$ cat config.mk
export PLATFORM = sky130hd
export DESIGN_NAME = ram_access_ctrl_flat
export DESIGN_NICKNAME = d
export VERILOG_FILES = /design/src/rtl/ram_access_ctrl_if.sv /design/src/rtl/ram_access_ctrl.sv /design/src/flat_wrapper.sv
export SDC_FILE = /design/constraint.sdc
export NUM_CORES = 1
export LEC_CHECK = 0
export BUFFER_PORTS_ARGS = -buffer_cell sky130_fd_sc_hd__buf_2
export CAP_MARGIN = 15
export CELL_PAD_IN_SITES_DETAIL_PLACEMENT = 1
export CELL_PAD_IN_SITES_GLOBAL_PLACEMENT = 1
export CORE_AREA = 2 2 202 105
export CTS_BUF_LIST = sky130_fd_sc_hd__clkbuf_4
export CTS_CLUSTER_DIAMETER = 150
export DETAILED_ROUTE_END_ITERATION = 7
export DIE_AREA = 0 0 204 107
export GPL_TIMING_DRIVEN = 0
export PLACE_DENSITY_LB_ADDON = 0.1
export SETUP_SLACK_MARGIN = 0.1
export SYNTH_ARGS = -nofsm -noshare
export SYNTH_HDL_FRONTEND = slang
export SYNTH_SLANG_ARGS = --single-unit
$ cat constraint.sdc
create_clock -name clk -period 2 [get_ports clk]
set_input_delay 0.4 -clock clk [delete_from_list [all_inputs] [get_ports clk]]
set_output_delay 0.4 -clock clk [all_outputs]
set_load 0.005 [all_outputs]
$ cat src/rtl/ram_access_ctrl_if.sv
// ---------------------------------------------------------------------------
// ram_access_ctrl_if
// Bundles the core-side load/store handshake and the data RAM port of the
// RAM access controller.
//   req_*          : core request (valid/ready handshake, fields latched on accept)
//   resp_*         : one-cycle response pulse with load data and error flag
//   read_ram/write_ram/ram_addr/ram_write_data : RAM command outputs
//   ram_out        : RAM read data, valid one cycle after read_ram
// Modports:
//   slave  : the controller's view
//   master : the core/RAM environment's view
// ---------------------------------------------------------------------------
interface ram_access_ctrl_if;
    logic        req_valid;
    logic        req_ready;
    logic        req_store;
    logic [1:0]  req_size;
    logic        req_unsigned;
    logic [31:0] req_addr;
    logic [31:0] req_wdata;
    logic        resp_valid;
    logic [31:0] resp_rdata;
    logic        resp_err;
    logic        read_ram;
    logic        write_ram;
    logic [31:0] ram_addr;
    logic [31:0] ram_write_data;
    logic [31:0] ram_out;

    modport slave (
        input  req_valid, req_store, req_size, req_unsigned, req_addr, req_wdata,
        input  ram_out,
        output req_ready, resp_valid, resp_rdata, resp_err,
        output read_ram, write_ram, ram_addr, ram_write_data
    );

    modport master (
        output req_valid, req_store, req_size, req_unsigned, req_addr, req_wdata,
        output ram_out,
        input  req_ready, resp_valid, resp_rdata, resp_err,
        input  read_ram, write_ram, ram_addr, ram_write_data
    );
endinterface

$ cat src/rtl/ram_access_ctrl.sv
// ---------------------------------------------------------------------------
// ram_access_ctrl
// Load/store initiator between the execute stage and the data RAM. Accepts
// one byte-addressed byte/half/word access at a time, converts the byte
// address to a word index, performs read-modify-write for sub-word stores,
// and aligns and sign/zero-extends load data.
// Ports:
//   clk   : clock, all state updates on the rising edge
//   rst_n : asynchronous active-low reset (drops all strobes immediately)
//   bus   : ram_access_ctrl_if.slave (request, response and RAM port)
// Parameter:
//   RAM_WORDS : number of 32-bit words in the RAM; larger indices are errors
// ---------------------------------------------------------------------------
module ram_access_ctrl #(
    parameter int RAM_WORDS = 16
) (
    input  logic              clk,
    input  logic              rst_n,
    ram_access_ctrl_if.slave  bus
);

    typedef enum logic [2:0] {
        ST_IDLE = 3'd0,
        ST_RD   = 3'd1,
        ST_CAP  = 3'd2,
        ST_WR   = 3'd3,
        ST_RESP = 3'd4
    } state_t;

    state_t      r_state;
    logic        r_store;
    logic [1:0]  r_size;
    logic        r_unsigned;
    logic [1:0]  r_lane;
    logic [31:0] r_wdata;

    logic        r_req_ready;
    logic        r_resp_valid;
    logic [31:0] r_resp_rdata;
    logic        r_resp_err;
    logic        r_read_ram;
    logic        r_write_ram;
    logic [31:0] r_ram_addr;
    logic [31:0] r_ram_write_data;

    logic [31:0] w_word_idx;
    logic        w_err;
    logic        w_word_store;

    // Select the addressed lane of a RAM word and extend it to 32 bits.
    function automatic logic [31:0] load_extract(
        input logic [31:0] word,
        input logic [1:0]  size,
        input logic [1:0]  lane,
        input logic        uns
    );
        logic [7:0]  b;
        logic [15:0] h;
        logic [31:0] res;
        b = word[{lane, 3'b000} +: 8];
        h = lane[1] ? word[31:16] : word[15:0];
        case (size)
            2'b00:   res = uns ? {24'h000000, b} : {{24{b[7]}}, b};
            2'b01:   res = uns ? {16'h0000, h} : {{16{h[15]}}, h};
            default: res = word;
        endcase
        return res;
    endfunction

    // Replace only the addressed lane of the word read back from RAM.
    function automatic logic [31:0] store_merge(
        input logic [31:0] word,
        input logic [31:0] wdata,
        input logic [1:0]  size,
        input logic [1:0]  lane
    );
        logic [31:0] res;
        res = word;
        case (size)
            2'b00: res[{lane, 3'b000} +: 8] = wdata[7:0];
            2'b01: begin
                if (lane[1]) begin
                    res[31:16] = wdata[15:0];
                end else begin
                    res[15:0] = wdata[15:0];
                end
            end
            default: res = wdata;
        endcase
        return res;
    endfunction

    // Decode the incoming request: word index, access error and path selection.
    always_comb begin
        w_word_idx   = {2'b00, bus.req_addr[31:2]};
        w_word_store = bus.req_store && (bus.req_size == 2'b10);
        w_err        = 1'b0;
        case (bus.req_size)
            2'b00:   w_err = 1'b0;
            2'b01:   w_err = bus.req_addr[0];
            2'b10:   w_err = (bus.req_addr[1:0] != 2'b00);
            default: w_err = 1'b1;
        endcase
        if (w_word_idx >= 32'(RAM_WORDS)) begin
            w_err = 1'b1;
        end else begin
            w_err = w_err;
        end
    end

    // Access sequencer: request latch, RAM command generation and response.
    always_ff @(posedge clk or negedge rst_n) begin
        if (!rst_n) begin
            r_state          <= ST_IDLE;
            r_store          <= 1'b0;
            r_size           <= 2'b00;
            r_unsigned       <= 1'b0;
            r_lane           <= 2'b00;
            r_wdata          <= 32'h0000_0000;
            r_req_ready      <= 1'b1;
            r_resp_valid     <= 1'b0;
            r_resp_rdata     <= 32'h0000_0000;
            r_resp_err       <= 1'b0;
            r_read_ram       <= 1'b0;
            r_write_ram      <= 1'b0;
            r_ram_addr       <= 32'h0000_0000;
            r_ram_write_data <= 32'h0000_0000;
        end else begin
            // Strobes and the response are single-cycle pulses.
            r_read_ram   <= 1'b0;
            r_write_ram  <= 1'b0;
            r_resp_valid <= 1'b0;
            case (r_state)
                ST_IDLE: begin
                    if (bus.req_valid && r_req_ready) begin
                        r_store     <= bus.req_store;
                        r_size      <= bus.req_size;
                        r_unsigned  <= bus.req_unsigned;
                        r_lane      <= bus.req_addr[1:0];
                        r_wdata     <= bus.req_wdata;
                        r_req_ready <= 1'b0;
                        if (w_err) begin
                            r_state      <= ST_RESP;
                            r_resp_valid <= 1'b1;
                            r_resp_err   <= 1'b1;
                            r_resp_rdata <= 32'h0000_0000;
                        end else if (w_word_store) begin
                            // Full-word store needs no read-back.
                            r_state          <= ST_WR;
                            r_write_ram      <= 1'b1;
                            r_ram_addr       <= w_word_idx;
                            r_ram_write_data <= bus.req_wdata;
                        end else begin
                            r_state    <= ST_RD;
                            r_read_ram <= 1'b1;
                            r_ram_addr <= w_word_idx;
                        end
                    end
                end
                ST_RD: begin
                    r_state <= ST_CAP;
                end
                ST_CAP: begin
                    if (r_store) begin
                        r_state          <= ST_WR;
                        r_write_ram      <= 1'b1;
                        r_ram_write_data <= store_merge(bus.ram_out, r_wdata, r_size, r_lane);
                    end else begin
                        r_state      <= ST_RESP;
                        r_resp_valid <= 1'b1;
                        r_resp_err   <= 1'b0;
                        r_resp_rdata <= load_extract(bus.ram_out, r_size, r_lane, r_unsigned);
                    end
                end
                ST_WR: begin
                    r_state      <= ST_RESP;
                    r_resp_valid <= 1'b1;
                    r_resp_err   <= 1'b0;
                    r_resp_rdata <= 32'h0000_0000;
                end
                ST_RESP: begin
                    r_state          <= ST_IDLE;
                    r_req_ready      <= 1'b1;
                    r_resp_err       <= 1'b0;
                    r_ram_addr       <= 32'h0000_0000;
                    r_ram_write_data <= 32'h0000_0000;
                end
                default: begin
                    r_state          <= ST_IDLE;
                    r_req_ready      <= 1'b1;
                    r_resp_err       <= 1'b0;
                    r_ram_addr       <= 32'h0000_0000;
                    r_ram_write_data <= 32'h0000_0000;
                end
            endcase
        end
    end

    assign bus.req_ready      = r_req_ready;
    assign bus.resp_valid     = r_resp_valid;
    assign bus.resp_rdata     = r_resp_rdata;
    assign bus.resp_err       = r_resp_err;
    assign bus.read_ram       = r_read_ram;
    assign bus.write_ram      = r_write_ram;
    assign bus.ram_addr       = r_ram_addr;
    assign bus.ram_write_data = r_ram_write_data;

endmodule

$ cat src/flat_wrapper.sv
// flat-port wrapper written by rule: the top's interface ports become plain ports
module ram_access_ctrl_flat 
#(
    parameter int RAM_WORDS = 16
)
  (clk, rst_n, bus_req_valid, bus_req_store, bus_req_size, bus_req_unsigned, bus_req_addr, bus_req_wdata, bus_ram_out, bus_req_ready, bus_resp_valid, bus_resp_rdata, bus_resp_err, bus_read_ram, bus_write_ram, bus_ram_addr, bus_ram_write_data);
  ram_access_ctrl_if bus_i ();
  input  logic clk;
  input  logic rst_n;
  input wire logic [$bits(bus_i.req_valid)-1:0] bus_req_valid;
  input wire logic [$bits(bus_i.req_store)-1:0] bus_req_store;
  input wire logic [$bits(bus_i.req_size)-1:0] bus_req_size;
  input wire logic [$bits(bus_i.req_unsigned)-1:0] bus_req_unsigned;
  input wire logic [$bits(bus_i.req_addr)-1:0] bus_req_addr;
  input wire logic [$bits(bus_i.req_wdata)-1:0] bus_req_wdata;
  input wire logic [$bits(bus_i.ram_out)-1:0] bus_ram_out;
  output wire logic [$bits(bus_i.req_ready)-1:0] bus_req_ready;
  output wire logic [$bits(bus_i.resp_valid)-1:0] bus_resp_valid;
  output wire logic [$bits(bus_i.resp_rdata)-1:0] bus_resp_rdata;
  output wire logic [$bits(bus_i.resp_err)-1:0] bus_resp_err;
  output wire logic [$bits(bus_i.read_ram)-1:0] bus_read_ram;
  output wire logic [$bits(bus_i.write_ram)-1:0] bus_write_ram;
  output wire logic [$bits(bus_i.ram_addr)-1:0] bus_ram_addr;
  output wire logic [$bits(bus_i.ram_write_data)-1:0] bus_ram_write_data;
  assign bus_i.req_valid = bus_req_valid;
  assign bus_i.req_store = bus_req_store;
  assign bus_i.req_size = bus_req_size;
  assign bus_i.req_unsigned = bus_req_unsigned;
  assign bus_i.req_addr = bus_req_addr;
  assign bus_i.req_wdata = bus_req_wdata;
  assign bus_i.ram_out = bus_ram_out;
  assign bus_req_ready = bus_i.req_ready;
  assign bus_resp_valid = bus_i.resp_valid;
  assign bus_resp_rdata = bus_i.resp_rdata;
  assign bus_resp_err = bus_i.resp_err;
  assign bus_read_ram = bus_i.read_ram;
  assign bus_write_ram = bus_i.write_ram;
  assign bus_ram_addr = bus_i.ram_addr;
  assign bus_ram_write_data = bus_i.ram_write_data;
  ram_access_ctrl #(.RAM_WORDS(RAM_WORDS)) u_core (.clk(clk), .rst_n(rst_n), .bus(bus_i));
endmodule
==> flow_metrics.py, run 1 <==
metrics = {
    "min_path": {
        "min_path_cells": 2,
        "holdCritStartpoint": "bus_req_addr[3]",
        "hold_end": "u_core.bus.ram_addr[1]",
        "hp-class": "primary input to flip-flop",
    },
    "timing": {
        "fin_tns_setup_ns": -3.142,
        "skew_ns": 0.02471,
        "setup_viol": 50,
        "maxSlewViolCount": 0,
        "fmax_mhz": 463.8,
        "period_minus_slack_ns": 2.156,
        "timing.slew.headroom_pct": 56.46,
        "finalHoldViolCount": 0,
        "setup_ws_ns": -0.1561,
        "finalCritPeriodShare_pct": 107.8,
        "rsz0062_at_grt": "true",
        "worstMarginPinSlew_ns": 0.6524,
    },
    "critical_path": {
        "crit_arrival_ns": 2.63,
        "cp_top_family": "compound AO/OA/AOI/OAI gates",
        "path_class": "flip-flop to flip-flop",
        "critPathBufInv": 4,
        "worstPathRequired_ns": 2.47,
        "cp_num_cells": 9,
        "worst_setup_path_end_kind": "flip-flop",
        "cp_slowest_cell": "dfrtp_2",
        "cpPeakStageDelay_ns": 0.46,
        "rr_worst_depth": 9,
        "cp_common_cell": "buf_6",
        "path_cells": "buf_4 -> buf_6 -> buf_6 -> ha_4 -> and4_4 -> buf_6 -> a22o_1 -> a222oi_1 -> mux2i_1",
        "r2r_slack_ns": -0.16,
        "r2r-start": "u_core.r_lane[0]",
        "critPathLaunchType": "flip-flop",
        "path_max_fanout": 8,
        "regToRegEndpoint": "u_core.bus.ram_write_data[8]",
    },
    "yosys": {
        "netlist_top_cells_area": "dfrtp_1 (48%), mux2_2 (12%), mux2i_1 (4.8%), nand2_1 (3.8%), o21ai_0 (3.3%)",
        "synthArstFlopShare_pct": 100.0,
        "synth.largest_area_cell": "dfrtp_1",
        "synth_top_area_share_pct": 47.92,
        "synth_seq_cells": 140,
        "synthFlopType": "dfrtp_1",
        "synth_cells": 682,
        "syn_avg_cell_area_um2": 10.64,
        "synth_area_mm2": 0.007258,
        "synth-edff-count": 0,
        "synth_cell_types": 53,
        "synthTopCellsByCount": "dfrtp_1 (139), mux2_2 (79), nand2_1 (73), o21ai_0 (48), mux2i_1 (35)",
        "synth_warnings": 0,
        "synth_most_common_cell": "dfrtp_1",
        "ys_seq_area_share_pct": 48.28,
    },
    "run": {
        "maxCapViolations": 0,
    },
    "routing": {
        "wl_per_cell_um": 25.10,
        "vias": 6956,
        "first_pass_iters": 5,
        "postRouteAntennaNets": 0,
        "drt_iter0_drc": 524,
        "vias_per_cell": 5.601,
        "wirelength_um": 31180,
        "drc": 0,
    },
    "floorplanning": {
        "start_util_pct": 36.13,
        "design.die.area_mm2": 0.02183,
        "placementRows": 37,
        "core-area_mm2": 0.02009,
        "die_h_um": 107,
        "chipWidth_um": 204,
        "num_io_pins": 204,
    },
    "place": {
        "port_buffers": 201,
        "place_ws_ns": -0.7679,
        "detailed_place_hpwl_um": 21800,
        "finalWeightedCongestion": 0.8666,
    },
    "global_routing": {
        "grt_max_degree": 83,
        "grt_pass1_vias": 7219,
        "globalRouteOverflowTotal": 0,
        "grt_pass1_wl_um": 44980,
        "grt_use_total_pct": 28.33,
        "antenna_found_initial": 0,
    },
    "finish": {
        "drive_gt1_share_pct": 54.28,
        "antenna_cells": 0,
        "nFillCells": 2191,
        "area_delta_synth_final_pct": 50.66,
        "final_nets": 1065,
        "utilization_pct": 54.43,
    },
    "cts": {
        "cts_made_buffers": 17,
        "clock_sinks": 140,
        "clkSlewWorstSetupHoldPaths_ns": 0.14,
        "cts_tree": "yes",
        "root_buffer": "clkbuf_4",
        "h-tree-depth": 4,
        "cts_max_path_buffers": 2,
        "insertion_delay_ns": 0.62,
    },
    "power_and_ir_drop": {
        "ir_worst_vdd_mv": 0.5840,
        "p_total_mw": 14.16,
        "leakagePower_nw": 5.120,
        "p_per_area_mw_per_mm2": 1295,
    },
    "run_status": {
        "violations": "setup timing",
        "status": "finished, violations left",
    },
}
==> how the worst max path moves through the flow <==
| stage | slack [ns] | start | end |
|---|---|---|---|
| after detailed placement | -0.77 | u_core.r_state[2] | u_core.bus.resp_rdata[5] |
| final | -0.16 | u_core.r_lane[0] | u_core.bus.ram_write_data[8] |
| after CTS | -0.07 | u_core.r_lane[0] | u_core.bus.ram_write_data[8] |
| after global routing | -0.24 | u_core.r_lane[0] | u_core.bus.ram_write_data[5] |
| after global placement | -1.42 | rst_n | u_core.bus.ram_addr[21] |
| after floorplan | -0.09 | bus_req_addr[8] | u_core.bus.ram_write_data[16] |
==> metrics by stage <==
step	hold WS (ns)	cells	instance area, um2
after global routing	-0.006897	1242	10940
after CTS	0.002793	1224	10050
after global placement	0.4637	1157	8661
after detailed placement	0.4134	1158	8695
after floorplan	0.1044	683	7313
final	0.02339	1242	10940
==> state kept, by name, summed over array words and instances, names as in the netlist <==
register and count:
u_core.bus.ram_addr 30, u_core.r_store 1, u_core.r_wdata 32, u_core.r_unsigned 1
u_core.bus.resp_err 1, u_core.bus.read_ram 1, u_core.bus.resp_valid 1, u_core.r_size 2
u_core.bus.write_ram 1, u_core.r_state 3, u_core.bus.ram_write_data 32, u_core.bus.req_ready 1
u_core.bus.resp_rdata 32, u_core.r_lane 2
==> layout make-up <==
class                           instances  area (um2)  share of cell area (%)
Multi-Input combinational cell        465        4554                   41.65
Sequential cell                       140        3508                   32.08
Timing Repair Buffer                  257        1638                   14.98
Buffer                                 49       504.2                   4.611
Tap cell                              273       341.6                   3.124
Clock buffer                           20       150.1                   1.373
Clock inverter                         11       126.4                   1.156
Inverter                               27       112.6                   1.030
==> power by group <==
part,internal [mW],total (mW),switching (mW)
sequential,3.57,4.39,0.824
combinational,3.72,7.79,4.07
clock,0.876,1.98,1.11
==> metal layers <==
metal | global-route usage, % | share of wire [%] | wire, um
met5 | 0 | 0 | 0
met4 | 6.729 | 1.2 | 372
met3 | 8.055 | 7.9 | 2468
met2 | 40.99 | 43 | 13380
met1 | 41.50 | 48 | 14960
==> timing repair <==
action | in CTS | in global routing
hold buffers | 4 | 0
resized for setup | 185 | 162
buffers inserted | 31 | 17
gates cloned | 2 | 3
endpoints found under the hold margin | 60 | 0
endpoints found under the setup margin | 137 | 112
pin swaps | 35 | 54
==> layout by cell type (no fill, tap or decap), types with 5 or more instances in the layout <==
cell and count:
nor3_1 6, a221oi_4 11, nor3_4 16, buf_6 17, inv_1 25, a222oi_1 8, nor2_1 9, mux2i_1 33
o21ai_1 15, mux2_4 57, a221oi_2 10, o221ai_2 7, a22o_1 15, o21ai_0 27, nor3_2 9, clkinv_1 5
nand2_1 68, mux2_2 25, buf_8 7, buf_12 10, o221ai_1 5, o21ai_2 6, and2_1 26, nor2b_1 20
clkbuf_2 9, clkbuf_4 28, a221oi_1 5, dfrtp_1 136, buf_2 202, buf_4 38, a31oi_4 5
==> cell families after synthesis <==
family / count (synthesis) / synth area share (%)
muxes: 117 / 17.55
buffers and inverters: 78 / 4.844
other: 1 / 0.05167
AOI/OAI and AO/OA: 144 / 14.33
DFF: 140 / 48.28
adders and majority gates: 5 / 0.8619
and+or+nand+nor: 197 / 14.08
No activity file was read; power rests on OpenSTA's default activity.
==> inputs of run 2 (changes only) <==
--- a/config.mk
+++ b/config.mk
@@ -9,13 +9,13 @@
 export CAP_MARGIN = 15
 export CELL_PAD_IN_SITES_DETAIL_PLACEMENT = 1
 export CELL_PAD_IN_SITES_GLOBAL_PLACEMENT = 1
-export CORE_AREA = 2 2 202 105
+export CORE_AREA = 2 2 189 98
 export CTS_BUF_LIST = sky130_fd_sc_hd__clkbuf_4
 export CTS_CLUSTER_DIAMETER = 150
 export DETAILED_ROUTE_END_ITERATION = 7
-export DIE_AREA = 0 0 204 107
+export DIE_AREA = 0 0 191 100
 export GPL_TIMING_DRIVEN = 0
-export PLACE_DENSITY_LB_ADDON = 0.1
+export PLACE_DENSITY = 0.83
 export SETUP_SLACK_MARGIN = 0.1
 export SYNTH_ARGS = -nofsm -noshare
 export SYNTH_HDL_FRONTEND = slang
==> constraint.sdc (replaced) <==
create_clock -name clk -period 2.14 [get_ports clk]
set_input_delay 0.428 -clock clk [delete_from_list [all_inputs] [get_ports clk]]
set_output_delay 0.428 -clock clk [all_outputs]
set_load 0.005 [all_outputs]
==> flow_metrics.py, run 2 (synthesized netlist as in run 1, its figures left out) <==
metrics = {
    "run_status": {
        "status": "finished, violations left",
        "violations": "setup timing",
    },
    "cts": {
        "root_buffer": "clkbuf_4",
        "cts_made_buffers": 17,
        "insertion_delay_ns": 0.62,
        "cts_tree": "yes",
        "clock_sinks": 140,
        "h-tree-depth": 4,
        "cts_max_path_buffers": 2,
        "clkSlewWorstSetupHoldPaths_ns": 0.18,
    },
    "global_routing": {
        "met1_usage_pct": 40.88,
        "grt_pass1_wl_um": 41370,
        "antenna_found_initial": 3,
        "globalRouteOverflowTotal": 0,
        "grt_use_total_pct": 29.42,
        "grt_pass1_vias": 6948,
        "grt-busiest-layer": "met2",
        "grt_max_degree": 97,
        "gr-usage-met2_pct": 43.23,
        "use_met3_pct": 11.47,
    },
    "critical_path": {
        "crit_arrival_ns": 2.78,
        "worst_setup_path_end_kind": "flip-flop",
        "path_class": "flip-flop to flip-flop",
        "path_max_fanout": 6,
        "critPathLaunchType": "flip-flop",
        "worstPathRequired_ns": 2.58,
    },
    "routing": {
        "first_pass_iters": 5,
        "vias_per_cell": 5.887,
        "wirelength_um": 29390,
        "vias": 7012,
        "drt_iter0_drc": 534,
        "postRouteAntennaNets": 0,
        "drc": 0,
        "wl_per_cell_um": 24.67,
    },
    "finish": {
        "area_delta_synth_final_pct": 37.48,
        "multi_input_area_mm2": 0.004074,
        "final_nets": 1044,
        "final_area_mm2": 0.009978,
        "layout_commonest_cell": "buf_2",
        "utilization_pct": 56.26,
        "stdcell_count": 1191,
        "layout_common_cells": "buf_2 (207), dfrtp_1 (138), nand2_1 (72)",
        "nFillCells": 2009,
        "drive_gt1_share_pct": 49.84,
        "regArea_mm2": 0.003506,
    },
    "floorplanning": {
        "design.die.area_mm2": 0.01910,
        "core-area_mm2": 0.01774,
        "num_io_pins": 204,
        "chipWidth_um": 191,
        "placementRows": 35,
        "die_h_um": 100,
        "start_util_pct": 40.92,
    },
    "place": {
        "detailed_place_hpwl_um": 19800,
        "port_buffers": 201,
        "place_ws_ns": -0.5684,
        "finalWeightedCongestion": 0.9699,
        "place_area_mm2": 0.008643,
        "dp_cells": 1125,
    },
    "timing": {
        "setup_viol": 13,
        "setup_ws_ns": -0.1986,
        "period_minus_slack_ns": 2.339,
        "worstMarginPinSlew_ns": 0.7737,
        "skew_ns": 0.03990,
        "fmax_mhz": 427.6,
        "rsz0062_at_grt": "true",
        "timing.slew.headroom_pct": 48.36,
        "finalHoldViolCount": 0,
        "maxSlewViolCount": 0,
        "finalCritPeriodShare_pct": 109.3,
    },
    "run": {
        "maxCapViolations": 0,
    },
    "power_and_ir_drop": {
        "p_per_area_mw_per_mm2": 1211,
        "p_total_mw": 12.08,
        "ir_worst_vdd_mv": 0.5831,
        "leakagePower_nw": 4.745,
    },
    "min_path": {
        "hp-class": "primary input to flip-flop",
    },
}
run 2: layer usage:
metal,vias up,wire [um]
li1,3004,-
met1,3522,12440
met2,418,12920
met3,66,3299
met4,2,716
met5,-,13
run 2: worst paths after layout:
kind | depth (start not counted) | slack, ns | to | start
max | 7 | -0.20 | u_core.bus.ram_write_data[8] | u_core.r_lane[1]
min | 2 | 0.04 | u_core.r_wdata[6] | bus_req_wdata[6]
max reg2reg | 7 | -0.20 | u_core.bus.ram_write_data[8] | u_core.r_lane[1]
min reg2reg | 1 | 0.50 | u_core.bus.ram_addr[15] | u_core.bus.ram_addr[15]
max in group asynchronous | 3 | 0.99 | u_core.r_lane[0] | rst_n
min in group asynchronous | 2 | 0.31 | u_core.r_wdata[11] | rst_n
run 2: area by class of cell:
class | count | area share (%)
flip-flops and latches | 140 | 35.13
well taps | 240 | 3.009
diodes | 2 | 0.05016
plain buffers | 47 | 3.724
multi-input cells | 465 | 40.83
repair buffers | 238 | 13.39
clock inverters | 15 | 1.530
inverters | 27 | 1.053
clock buffers | 17 | 1.279
run 2: report_power, final:
part | total (mW) | switching [mW] | internal, mW
clock | 1.85 | 1.23 | 0.622
combinational | 6.09 | 3.30 | 2.79
sequential | 4.14 | 0.818 | 3.33
run 2: repair_timing:
item / in CTS / in global routing
setup buffers: 20 / 15
hold endpoints to repair: 44 / 0
hold buffers: 1 / 0
pin swaps: 10 / 33
endpoints found under the setup margin: 108 / 84
gates resized for setup: 89 / 123
gates cloned: 0 / 0
run 2: per-stage QoR:
step | hold WS, ns | TNS (ns)
final | 0.04169 | -0.9966
after global routing | 0.02100 | -1.811
after CTS | 0.03086 | 0
after detailed placement | 0.3875 | -35.75
after global placement | 0.4629 | -231.87
after floorplan | 0.1324 | 0
run 2: worst max-delay path, stage by stage, from the launching register on:
cell	delay, ns
dfrtp_1	0.42
buf_6	0.13
clkinvlp_4	0.17
ha_4	0.29
and4_4	0.18
a22o_1	0.21
a222oi_1	0.62
mux2i_1	0.18
==> inputs of run 3 (changes only) <==
--- a/config.mk
+++ b/config.mk
@@ -15,8 +15,9 @@
 export DETAILED_ROUTE_END_ITERATION = 7
 export DIE_AREA = 0 0 191 100
 export GPL_TIMING_DRIVEN = 0
-export PLACE_DENSITY = 0.83
+export PLACE_DENSITY = 0.8
 export SETUP_SLACK_MARGIN = 0.1
+export SKIP_CTS_REPAIR_TIMING = 1
 export SYNTH_ARGS = -nofsm -noshare
 export SYNTH_HDL_FRONTEND = slang
 export SYNTH_SLANG_ARGS = --single-unit
==> flow_metrics.py, run 3 (synthesized netlist as in run 1, its figures left out) <==
metrics = {
    "routing": {
        "first_pass_iters": 8,
        "drc": 0,
        "postRouteAntennaNets": 0,
        "wl_per_cell_um": 24.10,
        "vias": 6919,
        "vias_per_cell": 5.814,
        "wirelength_um": 28680,
        "drt_iter0_drc": 680,
    },
    "cts": {
        "root_buffer": "clkbuf_4",
        "h-tree-depth": 4,
        "clock_sinks": 140,
        "cts_tree": "yes",
        "cts_made_buffers": 17,
        "cts_max_path_buffers": 2,
        "insertion_delay_ns": 0.54,
        "clkSlewWorstSetupHoldPaths_ns": 0.14,
    },
    "timing": {
        "skew_ns": 0.02467,
        "fin_tns_setup_ns": -1.456,
        "finalHoldViolCount": 0,
        "rsz0062_at_grt": "true",
        "holdWs_ns": 0.1104,
        "setup_ws_ns": -0.1953,
        "timing.slew.headroom_pct": 50.74,
        "maxSlewViolCount": 0,
        "finalCritPeriodShare_pct": 109.1,
        "worstMarginPinSlew_ns": 0.7388,
        "period_minus_slack_ns": 2.335,
        "setup_viol": 22,
        "fmax_mhz": 428.2,
    },
    "critical_path": {
        "worstPathRequired_ns": 2.52,
        "r2r-start": "u_core.r_lane[1]",
        "critPathLaunchType": "flip-flop",
        "worst_setup_path_end_kind": "flip-flop",
        "endpoint": "u_core.bus.ram_write_data[10]",
        "regToRegEndpoint": "u_core.bus.ram_write_data[10]",
        "rr_worst_depth": 8,
        "path_max_fanout": 6,
        "startpoint": "u_core.r_lane[1]",
        "crit_arrival_ns": 2.71,
        "r2r_slack_ns": -0.20,
        "path_class": "flip-flop to flip-flop",
    },
    "global_routing": {
        "antenna_found_initial": 2,
        "grt_use_total_pct": 28.31,
        "grt_max_degree": 75,
        "grt_pass1_wl_um": 40230,
        "globalRouteOverflowTotal": 0,
        "grt_pass1_vias": 6626,
    },
    "place": {
        "finalWeightedCongestion": 1.011,
        "detailed_place_hpwl_um": 20430,
        "port_buffers": 201,
    },
    "floorplanning": {
        "core-area_mm2": 0.01774,
        "placementRows": 35,
        "start_util_pct": 40.92,
        "chipWidth_um": 191,
        "num_io_pins": 204,
        "design.die.area_mm2": 0.01910,
        "die_h_um": 100,
    },
    "power_and_ir_drop": {
        "p_per_area_mw_per_mm2": 1195,
        "ir_worst_vdd_mv": 0.5852,
        "leakagePower_nw": 4.691,
    },
    "finish": {
        "final_nets": 1043,
        "layout_common_cells": "buf_2 (207), dfrtp_1 (138), nand2_1 (72), mux2_2 (72)",
        "area_delta_synth_final_pct": 34.98,
        "regArea_mm2": 0.003506,
        "nFillCells": 1999,
        "drive_gt1_share_pct": 48.21,
        "layout_commonest_cell": "buf_2",
        "multi_input_area_mm2": 0.003926,
    },
    "run_status": {
        "violations": "setup timing",
        "status": "finished, violations left",
    },
    "min_path": {
        "hp-class": "primary input to flip-flop",
    },
    "run": {
        "maxCapViolations": 0,
    },
}
[run 3: changes by cell type in the layout (fill, tap and decap cells not counted), moves of 4 or more]
cell,delta
mux2_4,-5
clkbuf_1,+5
a221oi_2,+10
nor3_2,-4
o21ai_2,-4
inv_8,-4
nor3_1,+6
buf_4,-5
mux2_2,+5
a221oi_4,-8
[run 3: final cells by class]
type,count,share of cell area [%]
clock inverters,14,1.469
clock buffers,18,1.379
multi-input cells,465,40.08
well taps,240,3.065
repair buffers,234,13.35
inverters,27,1.073
plain buffers,49,3.704
diodes,2,0.05109
flip-flops and latches,140,35.79
repair inverters,1,0.05109
[run 3: worst min path at each step]
stage                                  from                      end  cells after the start  slack, ns
floorplan                             rst_n   u_core.bus.ram_addr[0]                      0       0.13
global placement     u_core.bus.ram_addr[6]   u_core.bus.ram_addr[6]                      1       0.46
detailed placement  u_core.bus.ram_addr[21]  u_core.bus.ram_addr[21]                      1       0.47
CTS                                   rst_n  u_core.bus.ram_addr[17]                      1      -0.06
global route                bus_req_addr[5]   u_core.bus.ram_addr[3]                      2       0.05
finish                      bus_req_addr[3]   u_core.bus.ram_addr[1]                      2       0.11
[run 3: stage by stage]
step | worst slack (ns) | power (mW) | instances | instance area (um2) | util (%)
2_1_floorplan | 0.02312 | 6.594 | 683 | 7303 | -
5_1_grt | -0.2413 | 12.22 | 1188 | 9792 | 55.21
3_5_place_dp | -0.6081 | 8.332 | 1126 | 8647 | 48.75
4_1_cts | -0.6687 | 10.14 | 1158 | 8926 | 50.33
6_report | -0.1953 | 11.70 | 1190 | 9797 | 55.24
3_3_place_gp | -1.410 | 8.192 | 1124 | 8610 | 48.54
[run 3: routing by layer]
metal  share of wire (%)  track usage [%]  up-vias
met5               0.094                0        -
met4                 1.5            5.486        4
met3                  11            7.622       53
met2                  41            37.99      367
met1                  46            44.80     3498
li1                    -                -     2997
[run 3: power breakdown]
| group | total [mW] | internal (mW) | switching (mW) |
|---|---|---|---|
| Combinational | 5.75 | 2.60 | 3.15 |
| Clock | 1.81 | 0.709 | 1.10 |
| Sequential | 4.14 | 3.33 | 0.814 |
| Total | 11.7 | 6.64 | 5.07 |
[run 3: critical path: stages, from the launching register on]
cell and delay [ns]:
dfrtp_1 0.42, buf_6 0.14, clkinvlp_4 0.17, ha_4 0.31, and4_1 0.18, buf_6 0.14, a22o_1 0.19, a222oi_1 0.47
mux2i_1 0.17
